`src/rtl/chan_mux_stream.sv`:
```
// N-channel, W-bit flow-controlled stream mux with a registered output stage.
// Define CHAN_MUX_STREAM_RR_EN to compile in the round-robin scan and its pointer.
module chan_mux_stream #(
  parameter  int WIDTH = 8,
  parameter  int NCH   = 4,
  localparam int SELW  = $clog2(NCH)
) (
  input  logic                  clk,
  input  logic                  rst_n,
  input  logic                  mode,
  input  logic [SELW-1:0]       sel,
  input  logic [NCH*WIDTH-1:0]  in_data,
  input  logic [NCH-1:0]        in_valid,
  output logic [NCH-1:0]        in_ready,
  output logic [WIDTH-1:0]      out_data,
  output logic [SELW-1:0]       out_ch,
  output logic                  out_valid,
  input  logic                  out_ready
);

  logic [NCH-1:0][WIDTH-1:0] in_vec;
  logic                      load, xfer;
  logic                      gnt_vld;
  logic [SELW-1:0]           gnt_idx;

  logic [WIDTH-1:0]          data_q, data_d;
  logic [SELW-1:0]           ch_q, ch_d;
  logic                      vld_q, vld_d;

  assign in_vec = in_data;
  assign load   = !vld_q || out_ready;
  assign xfer   = gnt_vld && load;

`ifdef CHAN_MUX_STREAM_RR_EN
  logic [SELW-1:0] ptr_q, ptr_d;
  int              cand;
`else
  logic            unused_mode;
  assign unused_mode = mode;
`endif

  always_comb begin
    gnt_vld = 1'b0;
    gnt_idx = '0;
`ifdef CHAN_MUX_STREAM_RR_EN
    cand    = 0;
    if (mode) begin
      // first valid channel strictly after the last round-robin winner
      for (int k = 1; k <= NCH; k++) begin
        cand = int'(ptr_q) + k;
        if (cand >= NCH) cand = cand - NCH;
        if (!gnt_vld && in_valid[SELW'(cand)]) begin
          gnt_vld = 1'b1;
          gnt_idx = SELW'(cand);
        end
      end
    end else
`endif
    if (int'(sel) < NCH && in_valid[sel]) begin
      gnt_vld = 1'b1;
      gnt_idx = sel;
    end
  end

  // in_ready is gated by rst_n so it drops the instant reset asserts
  for (genvar i = 0; i < NCH; i++) begin : g_rdy
    assign in_ready[i] = rst_n && xfer && (gnt_idx == SELW'(i));
  end

  always_comb begin
    data_d = data_q;
    ch_d   = ch_q;
    vld_d  = vld_q;
    if (load) begin
      vld_d = xfer;
      if (xfer) begin
        data_d = in_vec[gnt_idx];
        ch_d   = gnt_idx;
      end
    end
  end

  always_ff @(posedge clk or negedge rst_n) begin
    if (!rst_n) begin
      data_q <= '0;
      ch_q   <= '0;
      vld_q  <= 1'b0;
    end else begin
      data_q <= data_d;
      ch_q   <= ch_d;
      vld_q  <= vld_d;
    end
  end

`ifdef CHAN_MUX_STREAM_RR_EN
  assign ptr_d = (xfer && mode) ? gnt_idx : ptr_q;

  // reset to NCH-1 so the first round-robin grant lands on channel 0
  always_ff @(posedge clk or negedge rst_n) begin
    if (!rst_n) ptr_q <= SELW'(NCH-1);
    else        ptr_q <= ptr_d;
  end
`endif

  assign out_data  = data_q;
  assign out_ch    = ch_q;
  assign out_valid = vld_q;

endmodule

```
`config.mk`:
```
export PLATFORM = sky130hd
export DESIGN_NAME = chan_mux_stream
export DESIGN_NICKNAME = d
export VERILOG_FILES = /design/src/rtl/chan_mux_stream.sv
export SDC_FILE = /design/constraint.sdc
export NUM_CORES = 1
export LEC_CHECK = 0
export CORE_MARGIN = 4
export CORE_UTILIZATION = 25
export CTS_BUF_LIST = sky130_fd_sc_hd__clkbuf_4 sky130_fd_sc_hd__clkbuf_8
export DETAILED_ROUTE_END_ITERATION = 12
export PLACE_DENSITY_LB_ADDON = 0.15
export SYNTH_ARGS = -nofsm -noshare
export SYNTH_HDL_FRONTEND = slang
export SYNTH_SLANG_ARGS = --single-unit
```
`constraint.sdc`:
```
create_clock -name clk -period 2.66 [get_ports clk]
set_input_delay 0.532 -clock clk [delete_from_list [all_inputs] [get_ports clk]]
set_output_delay 0.532 -clock clk [all_outputs]
set_load 0.1 [all_outputs]
```
==> flow_summary.json, run 1 <==
{
  "synth_top_area_cell": "dfrtp_1",
  "yosys_warnings": 0,
  "min_to": "out_ch[0]$_DFFE_PN0P_",
  "clk_latency_ns": 0.27,
  "placed_area_mm2": 0.001513,
  "placement_rows": 20,
  "gp_congestion": 0.7718,
  "period_needed_ns": 2.579,
  "cts_setup_buffers": 0,
  "setup_viol": 0,
  "r2r_start": "out_valid$_DFFE_PN0N_",
  "async_flop_share_pct": 100.0,
  "die-area_mm2": 0.004184,
  "synth_top_area_share_pct": 34.27,
  "holdPathStages": 2,
  "via_per_inst": 4.678,
  "drive_above_1_share_pct": 28.39,
  "path_clk_slew_ns": 0.08,
  "hpwlAfterDp_mm": 2.345,
  "synthDistinctLibCells": 26,
  "cts.path.max_buffers": 2,
  "period_share_pct": 96.94,
  "grt_pass1_wl_mm": 4.616,
  "layout.nets": 198,
  "grt_pass1_vias": 972,
  "synthTopCellsByArea": "dfrtp_1 (34%), mux2i_1 (10%), a221oi_1 (7.6%)",
  "synth-seq-area-share_pct": 34.27,
  "slew_headroom_pct": 81.78,
  "tns_ns": 0,
  "clkSinkCount": 11,
  "grt_use_total_pct": 14.25,
  "startpoint": "in_valid[2]",
  "fmax_mhz": 387.8,
  "start_util_pct": 26.31,
  "drtIter0Drc": 40,
  "antenna_found_initial": 0,
  "fp.dieW_um": 64.69,
  "synthFlopType": "dfrtp_1",
  "cts_max_level": 1,
  "cts_buffers": 3,
  "netlist_area_um2": 803.3,
  "static-leakage-power_uw": 0.0006671,
  "ant_nets": 0,
  "peakVddDrop_mv": 0.2333,
  "ys_seq_elements": 11,
  "rr_endpoint": "out_data[7]$_DFFE_PN0P_",
  "cts_tree": "built",
  "synth_nets": 131,
  "cellPowerDensity_mw_per_mm2": 616.0,
  "grt_max_degree": 13,
  "synthMostInstantiatedCell": "dfrtp_1",
  "finalHoldViolCount": 0,
  "finish.utilization_pct": 50.49,
  "syn_avg_cell_area_um2": 9.026,
  "dpl.cell_count": 195,
  "drv_slew": 0,
  "arrival_ns": 2.05,
  "grt_remaining_overflow": 0,
  "antenna_cells": 0,
  "boundaryPins": 57,
  "hold_class": "register to register",
  "io_buffer_count": 55,
  "required_ns": 2.13,
  "wl_mm": 2.861,
  "fin_area_mm2": 0.001541,
  "wl_per_cell_um": 14.38,
  "synth_cells": 89,
  "synth-edff-count": 0,
  "r2r_slack_ns": 1.01,
  "worstSetupPathType": "input port to primary output",
  "root_buffer": "clkbuf_4",
  "num_vias": 931,
  "syn2layout_area_growth_pct": 91.90,
  "cp-start-kind": "input port",
  "route.detailed.drc": 0,
  "synth.top_cells.by_count": "dfrtp_1 (11), inv_1 (9), mux2i_1 (8)",
  "outcome": "complete, no violations",
  "hold_start": "out_ch[0]$_DFFE_PN0P_",
  "fin_cells": 199,
  "drv_cap": 0,
  "die_h_um": 64.69,
  "worst-r2r-cell-count": 5,
  "cp-end-kind": "primary output",
  "core_area_mm2": 0.003053,
  "rsz0062_at_grt": "false",
  "tightest_slew_ns": 0.2712,
  "dr.pass1.iters": 3,
  "skew_ns": 0.006269,
  "cp_max_fo": 4
}
## placed cells by master (no fill, tap or decap), types with 2 or more instances in the layout
cell and n:
a21boi_0 7, a221oi_1 7, and3_2 2, and3b_1 2, buf_12 4, buf_4 25
clkbuf_4 4, clkdlybuf4s50_1 39, dfrtp_1 10, inv_1 9, mux2_2 3, mux2i_1 8
nand2_1 5, nand3_1 7, nand3b_1 7, nand4_1 2, nor2_1 2
## routing by layer
metal	GRT usage [%]	part of all wire, %	wire (um)	vias to the layer above
met2	24.23	49	1400	31
met4	4.749	1.4	41	0
met3	2.946	5.3	153	4
li1	-	-	-	459
met1	17.86	44	1265	437
met5	0	0	0	-
## state kept, by name, summed over array words and instances, names as in the netlist
register and cells:
out_data 8, out_ch 2, out_valid 1
## report_power, final
group          total (uW)  switching (uW)  leakage [uW]  internal [uW]
Sequential            231            23.3      0.000129            208
Combinational         588             415      0.000520            173
Clock                 130            61.6     0.0000184           68.2
Total                 949             500      0.000667            450
## kinds of logic (layout without fill, tap and decap cells)
family / after synthesis / in the layout / share of synthesized area (%)
and+or+nand+nor: 32 / 32 / 23.99
AOI/OAI and AO/OA: 19 / 19 / 19.00
buffers and inverters: 16 / 82 / 8.565
muxes: 11 / 11 / 14.17
DFF: 11 / 11 / 34.27
## what timing repair did
item,CTS,global route
gates resized for setup,1,0
endpoints found under the setup margin,2,0
hold buffers,0,0
## final cells by class
class                           instances  area [um^2]
Clock buffer                            4        30.03
Multi-Input combinational cell         62        479.2
Inverter                                9        33.78
Sequential cell                        11        276.5
Fill cell                             314         1511
Tap cell                               44        55.05
Timing Repair Buffer                   69        666.9
## worst max path at each step
| stage | endpoint | slack [ns] | cells after the start |
|---|---|---|---|
| 3_5_place_dp | in_ready[1] | -0.02 | 6 |
| 4_1_cts | in_ready[1] | 0.07 | 6 |
| 2_1_floorplan | in_ready[2] | -0.08 | 3 |
| 5_1_grt | in_ready[0] | 0.01 | 6 |
| 6_report | in_ready[1] | 0.08 | 6 |
| 3_3_place_gp | in_ready[1] | -0.01 | 6 |
## through the flow
| stage | hold slack (ns) | power (uW) | worst slack (ns) |
|---|---|---|---|
| floorplan | 0.2364 | 641.0 | -0.08342 |
| global placement | 0.4787 | 820.2 | -0.01038 |
| detailed placement | 0.4933 | 827.8 | -0.02023 |
| CTS | 0.5123 | 959.5 | 0.07028 |
| global route | 0.5486 | 991.8 | 0.01152 |
| finish | 0.5100 | 949.5 | 0.08146 |
## critical path, cell delays in order
cell	delay (ns)
clkdlybuf4s50_1	0.49
mux2i_1	0.09
or3_4	0.41
o21ai_2	0.10
and3_2	0.24
buf_12	0.18
(Power assumes the default switching activity.)
==> inputs of run 2 (changes only) <==
CORE_UTILIZATION = 35   (was 25)
clock period = 2.8 ns   (was 2.66 ns; I/O delays follow)
==> run 2 against run 1 <==
Clock-buffer cell count did not move. Critical path depth stayed put. Clock skew fell by 0.0051 ns. Clock power decreased by 4%. Final cell count decreased by 9.0%. Sequential power down 5%. Routed wire length fell by 1.0%.
==> flow_summary.json, run 2 (synthesis results as in run 1) <==
{
  "outcome": "complete, no violations",
  "final_cell_mix": "clkdlybuf4s50_1 (40), buf_4 (23), dfrtp_1 (11), inv_1 (9), mux2i_1 (8)",
  "layout.nets": 196,
  "route.detailed.drc": 0,
  "postCtsHoldBufs": 0,
  "p_int_uw": 425.8,
  "period_needed_ns": 2.692,
  "fin_hold_ws_ns": 0.5036,
  "dr.pass1.iters": 6,
  "cp-start-kind": "input port",
  "cp_max_fo": 4,
  "root_buffer": "clkbuf_4",
  "via_per_inst": 5.448,
  "rsz0062_at_grt": "false",
  "largest_reg_flops": 8,
  "cts_buffers": 3,
  "start_util_pct": 36.66,
  "wl_mm": 2.832,
  "cts_max_level": 1,
  "dpl.cell_count": 177,
  "clk_latency_ns": 0.28,
  "wirelength_met1_mm": 1.219,
  "cts_resized": 0,
  "setup_viol": 0,
  "boundaryPins": 57,
  "finish.utilization_pct": 68.65,
  "path_clk_slew_ns": 0.08,
  "top_layer_used": "met4",
  "final_common_cell": "clkdlybuf4s50_1",
  "hold_class": "register to register",
  "slew_headroom_pct": 78.03,
  "die-area_mm2": 0.003125,
  "placement_rows": 17,
  "skew_ns": 0.001148,
  "fin_cells": 181,
  "required_ns": 2.24,
  "static-leakage-power_uw": 0.0006568,
  "hpwlAfterDp_mm": 2.311,
  "grt_max_degree": 11,
  "cts.path.max_buffers": 2,
  "dr_wl_met3_um": 190,
  "gp_congestion": 0.8205,
  "setup_ws_ns": 0.1076,
  "worst-r2r-cell-count": 5,
  "core_area_mm2": 0.002191,
  "power.net_switching_uw": 475.5,
  "fmax_mhz": 371.4,
  "switching_share_pct": 52.76,
  "worstSetupPathType": "input port to primary output",
  "antenna_cells": 0,
  "cp-end-kind": "primary output",
  "wl_met2_mm": 1.364,
  "wl_per_cell_um": 15.65,
  "num_vias": 986,
  "cellPowerDensity_mw_per_mm2": 599.3,
  "drv_cap": 0,
  "holdPathStages": 2,
  "clkSinkCount": 11,
  "p_clk_share_pct": 13.9,
  "cts_tree": "built",
  "grt_pass1_wl_mm": 4.774,
  "drtIter0Drc": 12,
  "syn2layout_area_growth_pct": 87.23,
  "ant_nets": 0,
  "sequentialPowerShare_pct": 24.3,
  "finalHoldViolCount": 0,
  "period_share_pct": 96.16,
  "grt_pass1_vias": 1049,
  "drive_above_1_share_pct": 26.14,
  "fp.dieW_um": 55.91,
  "pre_cts_slack_ns": 0.1041,
  "io_buffer_count": 55,
  "antenna_found_initial": 0,
  "grt_remaining_overflow": 0,
  "drv_slew": 0,
  "die_h_um": 55.91,
  "peakVddDrop_mv": 0.5169,
  "cts_setup_buffers": 0,
  "p_comb_share_pct": 61.8,
  "tightest_slew_ns": 0.3296,
  "arrival_ns": 2.13,
  "grt_use_total_pct": 19.61
}
==> run 2: stage by stage <==
stage          cell area, um^2  setup TNS [ns]  total power, uW
6_report                  1504               0            901.3
5_1_grt                   1504               0            940.7
4_1_cts                   1504               0            906.9
3_5_place_dp              1474               0            782.5
3_3_place_gp              1474               0            773.1
2_1_floorplan            820.8         -0.2696            608.2
==> run 2: cell type report <==
| cell class | instances | area, um^2 |
|---|---|---|
| clock buffers | 4 | 30.03 |
| well taps | 28 | 35.03 |
| repair buffers | 67 | 653.1 |
| multi-input cells | 62 | 476.7 |
| inverters | 9 | 33.78 |
| fillers | 206 | 686.9 |
| flip-flops and latches | 11 | 275.3 |
==> run 2: worst paths after layout <==
path,slack (ns),from,to
setup reg to reg,1.18,out_valid$_DFFE_PN0N_,out_data[7]$_DFFE_PN0P_
setup / recovery,0.11,sel[1],in_ready[1]
max in group asynchronous,1.87,rst_n,out_data[1]$_DFFE_PN0P_
hold / removal,0.50,out_ch[0]$_DFFE_PN0P_,out_ch[0]$_DFFE_PN0P_
min in group asynchronous,0.53,rst_n,out_ch[0]$_DFFE_PN0P_
hold reg to reg,0.50,out_ch[0]$_DFFE_PN0P_,out_ch[0]$_DFFE_PN0P_
==> run 2: routing by layer <==
metal  GRT usage, %  vias to the layer above
met5              0                        -
met4          10.17                        0
met3          5.568                        5
met2          32.43                       40
met1          22.91                      484
li1               -                      457
==> run 2: power by group through the flow <==
| stage | Sequential [uW] | Combinational (uW) | Clock, uW |
|---|---|---|---|
| after floorplan | 504 | 104 | 0 |
| after global placement | 219 | 554 | 0 |
| after detailed placement | 223 | 560 | 0 |
| after CTS | 220 | 561 | 127 |
| after global routing | 225 | 579 | 137 |
| final | 219 | 557 | 125 |
==> run 2: critical path: stages <==
cell	delay, ns
clkdlybuf4s50_1	0.54
mux2i_1	0.12
or3_4	0.41
o21ai_2	0.10
and3_2	0.23
buf_12	0.17
